--- src/rtl/pipe_average_pkg.sv ---
// Shared constants and helpers for the pipelined channel averager.
package pipe_average_pkg;

  localparam int DEF_DATA_W = 16;
  localparam int DEF_NUM_CH = 8;
  localparam int NUM_CH_MIN = 2;
  localparam int NUM_CH_MAX = 32;

  function automatic int clog2(input int v);
    int r;
    r = 0;
    for (int i = 0; i < 32; i++) begin
      if ((1 << r) < v) r++;
    end
    return r;
  endfunction

endpackage

--- src/rtl/pipe_average_stage.sv ---
// One adder-tree level: PAIRS registered pairwise sums, widened by one bit, with a valid bit.
module pipe_average_stage
  import pipe_average_pkg::*;
#(
  parameter int IN_W  = DEF_DATA_W,
  parameter int PAIRS = 4
) (
  input  logic                      clk,
  input  logic                      rst,
  input  logic                      adv,
  input  logic                      in_vld,
  input  logic [2*PAIRS*IN_W-1:0]   in_data,
  output logic                      vld_p,
  output logic [PAIRS*(IN_W+1)-1:0] sum_p
);

  always_ff @(posedge clk or posedge rst) begin
    if (rst) begin
      vld_p <= 1'b0;
    end else if (adv) begin
      vld_p <= in_vld;
    end
  end

  // Data is not reset: the valid bit alone decides whether a sum is meaningful.
  always_ff @(posedge clk) begin
    if (adv) begin
      for (int p = 0; p < PAIRS; p++) begin
        sum_p[p*(IN_W+1) +: (IN_W+1)] <= (IN_W+1)'(in_data[(2*p)*IN_W +: IN_W])
                                        + (IN_W+1)'(in_data[(2*p+1)*IN_W +: IN_W]);
      end
    end
  end

endmodule

--- src/rtl/pipe_average.sv ---
// Pipelined average/sum of NUM_CH unsigned channels with a single global advance.
// Define PIPE_AVERAGE_ROUND_EN for round-half-up averaging; default build truncates.
module pipe_average
  import pipe_average_pkg::*;
#(
  parameter int  DATA_W  = DEF_DATA_W,
  parameter int  NUM_CH  = DEF_NUM_CH,
  localparam int LOG2_CH = clog2(NUM_CH),
  localparam int SUM_W   = DATA_W + LOG2_CH
) (
  input  logic                     Clk,
  input  logic                     Rst,
  input  logic                     in_valid,
  output logic                     in_ready,
  input  logic [NUM_CH*DATA_W-1:0] in_data,
  output logic                     out_valid,
  input  logic                     out_ready,
  output logic [DATA_W-1:0]        out_avg,
  output logic [SUM_W-1:0]         out_sum
);

  if (NUM_CH < NUM_CH_MIN || NUM_CH > NUM_CH_MAX || (NUM_CH & (NUM_CH - 1)) != 0) begin : g_bad_num_ch
    $error("pipe_average: NUM_CH must be a power of two in 2..32");
  end

  function automatic logic [DATA_W-1:0] avg_of(input logic [SUM_W-1:0] s);
`ifdef PIPE_AVERAGE_ROUND_EN
    logic [SUM_W:0] r;
    r = {1'b0, s} + (SUM_W+1)'(NUM_CH / 2);
    return DATA_W'(r >> LOG2_CH);
`else
    return DATA_W'(s >> LOG2_CH);
`endif
  endfunction

  logic adv;
  assign adv      = !out_valid || out_ready;
  assign in_ready = adv;

  // Adder tree: level s turns NUM_CH>>s sums of DATA_W+s bits into half as many, one bit wider.
  for (genvar s = 0; s < LOG2_CH; s++) begin : g_lvl
    localparam int IW    = DATA_W + s;
    localparam int PAIRS = NUM_CH >> (s + 1);

    logic [2*PAIRS*IW-1:0]   d;
    logic                    v;
    logic [PAIRS*(IW+1)-1:0] q;
    logic                    qv;

    if (s == 0) begin : g_first
      assign d = in_data;
      assign v = in_valid;
    end else begin : g_next
      assign d = g_lvl[s-1].q;
      assign v = g_lvl[s-1].qv;
    end

    pipe_average_stage #(
      .IN_W  (IW),
      .PAIRS (PAIRS)
    ) u_stage (
      .clk     (Clk),
      .rst     (Rst),
      .adv     (adv),
      .in_vld  (v),
      .in_data (d),
      .vld_p   (qv),
      .sum_p   (q)
    );
  end

  logic [SUM_W-1:0] sum_pn;
  logic             vld_pn;
  assign sum_pn = g_lvl[LOG2_CH-1].q;
  assign vld_pn = g_lvl[LOG2_CH-1].qv;

  // Output stage: holds its value while the consumer stalls.
  always_ff @(posedge Clk or posedge Rst) begin
    if (Rst) begin
      out_valid <= 1'b0;
      out_sum   <= '0;
      out_avg   <= '0;
    end else if (adv) begin
      out_valid <= vld_pn;
      out_sum   <= sum_pn;
      out_avg   <= avg_of(sum_pn);
    end
  end

endmodule

--- config.mk ---
export PLATFORM = sky130hd
export DESIGN_NAME = pipe_average
export DESIGN_NICKNAME = d
export VERILOG_FILES = /design/src/rtl/pipe_average_pkg.sv /design/src/rtl/pipe_average_stage.sv /design/src/rtl/pipe_average.sv
export SDC_FILE = /design/constraint.sdc
export NUM_CORES = 1
export LEC_CHECK = 0
export CORE_ASPECT_RATIO = 1.4
export CORE_UTILIZATION = 45
export CTS_CLUSTER_SIZE = 30
export DETAILED_ROUTE_END_ITERATION = 12
export PLACE_DENSITY = 0.69
export SETUP_SLACK_MARGIN = 0.2
export SYNTH_ARGS = -nofsm -noshare
export SYNTH_HDL_FRONTEND = slang
export SYNTH_HIERARCHICAL = 1
export SYNTH_SLANG_ARGS = --single-unit
--- constraint.sdc ---
create_clock -name Clk -period 2.78 [get_ports Clk]
set_input_delay 0.417 -clock Clk [delete_from_list [all_inputs] [get_ports Clk]]
set_output_delay 0.417 -clock Clk [all_outputs]
set_load 0.05 [all_outputs]
==> results.md <==
- TritonCTS built the clock tree.
- The cell count after synthesis came out at 947.
- Compared with the post-synthesis result, the final layout area differs by 26.7%.
- Entering global routing, the biggest net connects 55 pins.
- Setup repair after global routing left no endpoint under its margin.
- The die is ~130 µm wide.
- The maximum operating frequency is roughly 400 MHz.
- The height of the die is 181 µm.
- The sink count of the clock tree is around 150.
- The fraction of registers with async set/reset is 0.158.
- The first global-routing pass estimated around 35 mm of wire.
- In this run the power density over the cells is 1070 nW/µm².
- The cell class contributing the biggest share of worst-path delay is compound AO/OA/AOI/OAI gates.
- Counting along the longest clock path gives a buffer depth of 2.
- At the end of the flow the core is filled with cells to 0.578.
- The routability-driven placement congestion ratio is slightly below 0.9.
- The final-layout fill cell count is between 1500 and 2000.
- Data on the critical path is required at its endpoint by between 2 and 3 ns.
- The tree is rooted in a sky130_fd_sc_hd__clkbuf_16.
- The worst relative slew slack is 0.510.
- The sort of element at the start of the critical path is a flip-flop.
- The number of antenna violations at the first check in global routing came to 0.
- For this run, the leading register cell type out of synthesis is sky130_fd_sc_hd__edfxtp_1.
- The placeable core region is ~22000 µm².
- The critical path goes through ha_1 -> a211oi_2 -> nor2_1 -> o311ai_1 -> o211ai_2 -> a221o_1 -> a21o_1.
- Of the cells placed in the final design, the portion with a size suffix greater than 1 is 0.102.
- The flow ran to the end, and the final reports show no timing, DRC or antenna violations.
- The clock input transition at the sequential cells of the worst setup and hold paths is about 0.060 ns.
- For this block, the routed nets add up to approximately 21 mm of wire.
- Once detail routing completed, the nets flagged for antenna violations numbered 0.
- The per-cell routed wire length is roughly 14 µm.
- The register area is 4270 µm².
- The number of optimization iterations in the first detailed-route pass is 5.
- In this run, the number of DRC markers left after iteration 0 of detailed routing was 316.
- The standard-cell row count is 65.
- For this configuration, the core starts out at a cell density of 0.456.
- The post-route worst setup slack is 0.304 ns.
- The pin slew with the least headroom to its limit is between 0.7 and 0.8 ns.
- The leakage power figure is about 5.3 nW.
- The mapped netlist covers slightly above 10000 µm².
- The count of final max-slew check failures came to 0.
- The number of diodes added for antenna fixing is 0.
- The final setup violation count is 0.
- In this run the count of I/O pins placed on the die edge is 169.
- The worst setup slack after placement is -0.260 ns.
- Buffers inserted during clock tree synthesis total 17.
- The slowest stage cell on the critical path is sky130_fd_sc_hd__o311ai_1.
- The multi-input combinational cells in the finished layout cover a total of ~5600 µm².
- The max-cap check violation count is 0.
- The global route total overflow is 0.
- The critical path in this run is classified as reg -> reg.
- The count of endpoints failing hold in the final timing report was 0.
- After synthesis, the mean cell area works out to between 10 and 15 µm².
- After legalization and detailed placement, the total HPWL measured between 15 and 20 mm.
- Input and output buffers added on the ports amount to 168.
- In this run the worst hold path is classified as in -> async.
- For this run, design rule violations remaining after detail routing come to 0.
- The per-cell via count in the routed design is about 5.4.
- IR analysis of the VDD net gives a maximum drop of just under 0.0006 V.
- The net count of the mapped netlist is ~1200.
- The routed via count is a little under 8000.
- Hold repair after CTS inserted 0 buffers.
- Between clock sinks in the finished design, the worst skew comes to between 0.008 and 0.009 ns.
- The die outline area is between 20000 and 25000 µm².
- The peak per-stage delay on the critical path is ~0.43 ns.
- The worst path needs about 2.5 ns of the cycle, external delays included.
- The number of buffers and inverters on the critical path is 0.
- The number of global-route vias before repair came to about 7600.
- The sequential fraction of the synthesis area is 0.417.
- Dividing the final minimum period by the clock period gives 0.891.
- The total routing resource utilization after global routing is 0.187.
- At the end of the flow, the number of nets in the layout was 1389.
- The number of warnings issued by yosys is 6.
- The data arrival time of the critical path is 2.65 ns.
- The element type at the critical path end is a flip-flop.
- In this run the worst path has a maximum fanout of 3.
- Synthesis inferred around 150 register bits.
- In this run, synthesis inferred around 120 flip-flops with an integrated enable.
- Synthesis instantiated 65 different standard cells from the library.
- The worst-skew pair later-pin latency is roughly 0.42 ns.
- The H-tree level count is 4.
-- through the flow --
stage,TNS [ns],power (mW),hold WS (ns),cell area [µm²],instances
floorplan,0,9.87,0.146,10200,947
global placement,-1.37,11.5,0.445,12300,1413
detailed placement,-1.84,11.6,0.465,12300,1413
CTS,0,14.0,0.202,12900,1446
global route,0,14.9,0.234,13000,1448
finish,0,13.9,0.216,13000,1448
-- power breakdown --
part / internal, mW / switching, mW
Sequential: 3.78 / 0.382
Combinational: 3.17 / 4.24
Clock: 1.42 / 0.891
Total: 8.36 / 5.51
-- cells in the final DEF (no fill, tap or decap), types with 9 or more instances in the layout --
cell type / count
sky130_fd_sc_hd__ha_1: 115
sky130_fd_sc_hd__nand2_1: 47
sky130_fd_sc_hd__a211oi_1: 13
sky130_fd_sc_hd__xor2_1: 32
sky130_fd_sc_hd__a21o_1: 36
sky130_fd_sc_hd__o21bai_1: 12
sky130_fd_sc_hd__o21ai_0: 54
sky130_fd_sc_hd__nor2_1: 61
sky130_fd_sc_hd__nor3_1: 17
sky130_fd_sc_hd__buf_4: 32
sky130_fd_sc_hd__nand4_1: 13
sky130_fd_sc_hd__inv_1: 36
sky130_fd_sc_hd__xnor2_1: 60
sky130_fd_sc_hd__nand3_1: 26
sky130_fd_sc_hd__o211ai_1: 9
sky130_fd_sc_hd__o21a_1: 10
sky130_fd_sc_hd__a31oi_1: 9
sky130_fd_sc_hd__mux2_4: 18
sky130_fd_sc_hd__edfxtp_1: 123
sky130_fd_sc_hd__nand2b_1: 10
sky130_fd_sc_hd__clkbuf_16: 17
sky130_fd_sc_hd__clkdlybuf4s50_1: 167
sky130_fd_sc_hd__dfrtp_1: 23
sky130_fd_sc_hd__a21oi_1: 82
-- path summary, 6_finish.rpt --
check                                                           from                              endpoint  slack, ns  cells past startpoint
worst max register to register  g_lvl[0].u_stage/sum_p[35]$_DFFE_PP_  g_lvl[1].u_stage/sum_p[35]$_DFFE_PP_       0.30                      7
worst min register to register    g_lvl[2].u_stage/vld_p$_DFFE_PP0P_                 out_valid$_DFFE_PP0P_       0.47                      1
min in group Clk                  g_lvl[2].u_stage/vld_p$_DFFE_PP0P_                 out_valid$_DFFE_PP0P_       0.47                      1
max in group asynchronous                                        Rst               out_avg[11]$_DFFE_PP0P_       1.80                      2
worst max-delay path            g_lvl[0].u_stage/sum_p[35]$_DFFE_PP_  g_lvl[1].u_stage/sum_p[35]$_DFFE_PP_       0.30                      7
worst min-delay path                                             Rst    g_lvl[1].u_stage/vld_p$_DFFE_PP0P_       0.22                      2
-- registers in the layout, summed over array words and instances (netlist names) --
| name | cells |
|---|---|
| out_valid | 1 |
| g_lvl.u_stage/sum_p | 123 |
| out_sum | 3 |
| g_lvl.u_stage/vld_p | 3 |
| out_avg | 16 |
-- final cells by class --
type                    count  area share
multi-input cells         732       0.435
flip-flops and latches    146       0.329
repair buffers            201       0.150
clock buffers              17      0.0328
well taps                 301      0.0290
clock inverters            15      0.0139
inverters                  36      0.0104
-- per-layer routing --
metal | wire length [µm] | track usage
met5 | 0 | 0
met3 | 568 | 0.0211
met2 | 11400 | 0.349
met1 | 8460 | 0.210
met4 | 493 | 0.0772
-- logic make-up (layout without fill, tap and decap cells) --
logic type / Yosys count / in the layout / share of synthesized area
adder cells (fa/ha/maj): 123 / 123 / 0.155
AO/OA/AOI/OAI: 286 / 286 / 0.185
AND/OR/NAND/NOR: 209 / 209 / 0.0982
multiplexers: 22 / 22 / 0.0308
flip-flops: 146 / 146 / 0.417
buffers and inverters: 69 / 269 / 0.0354
XOR/XNOR: 92 / 92 / 0.0786
-- synth_stat cells (7+ instances only) --
cell / instances / area share
sky130_fd_sc_hd__a211oi_1: 15 / 0.011
sky130_fd_sc_hd__a21o_1: 36 / 0.026
sky130_fd_sc_hd__a21oi_1: 84 / 0.041
sky130_fd_sc_hd__a31oi_1: 9 / 0.0055
sky130_fd_sc_hd__buf_4: 16 / 0.012
sky130_fd_sc_hd__clkbuf_1: 7 / 0.0026
sky130_fd_sc_hd__dfrtp_1: 23 / 0.056
sky130_fd_sc_hd__edfxtp_1: 123 / 0.36
sky130_fd_sc_hd__fa_1: 7 / 0.014
sky130_fd_sc_hd__ha_1: 116 / 0.14
sky130_fd_sc_hd__inv_1: 36 / 0.013
sky130_fd_sc_hd__mux2_4: 18 / 0.026
sky130_fd_sc_hd__nand2_1: 47 / 0.017
sky130_fd_sc_hd__nand2b_1: 10 / 0.0061
sky130_fd_sc_hd__nand3_1: 26 / 0.013
sky130_fd_sc_hd__nand4_1: 13 / 0.0079
sky130_fd_sc_hd__nor2_1: 61 / 0.022
sky130_fd_sc_hd__nor2b_1: 7 / 0.0043
sky130_fd_sc_hd__nor3_1: 17 / 0.0083
sky130_fd_sc_hd__o211ai_1: 9 / 0.0066
sky130_fd_sc_hd__o21a_1: 10 / 0.0073
sky130_fd_sc_hd__o21ai_0: 54 / 0.026
sky130_fd_sc_hd__o21bai_1: 12 / 0.0088
sky130_fd_sc_hd__xnor2_1: 60 / 0.051
sky130_fd_sc_hd__xor2_1: 32 / 0.027
-- what timing repair did --
| item | in CTS | in global routing |
|---|---|---|
| setup endpoints to repair | 2 | 12 |
| pin swaps | 3 | 7 |
| resized for setup | 1 | 8 |
| setup buffers | 1 | 2 |
| hold endpoints to repair | 0 | 0 |
No activity file was read; power rests on OpenSTA's default activity.
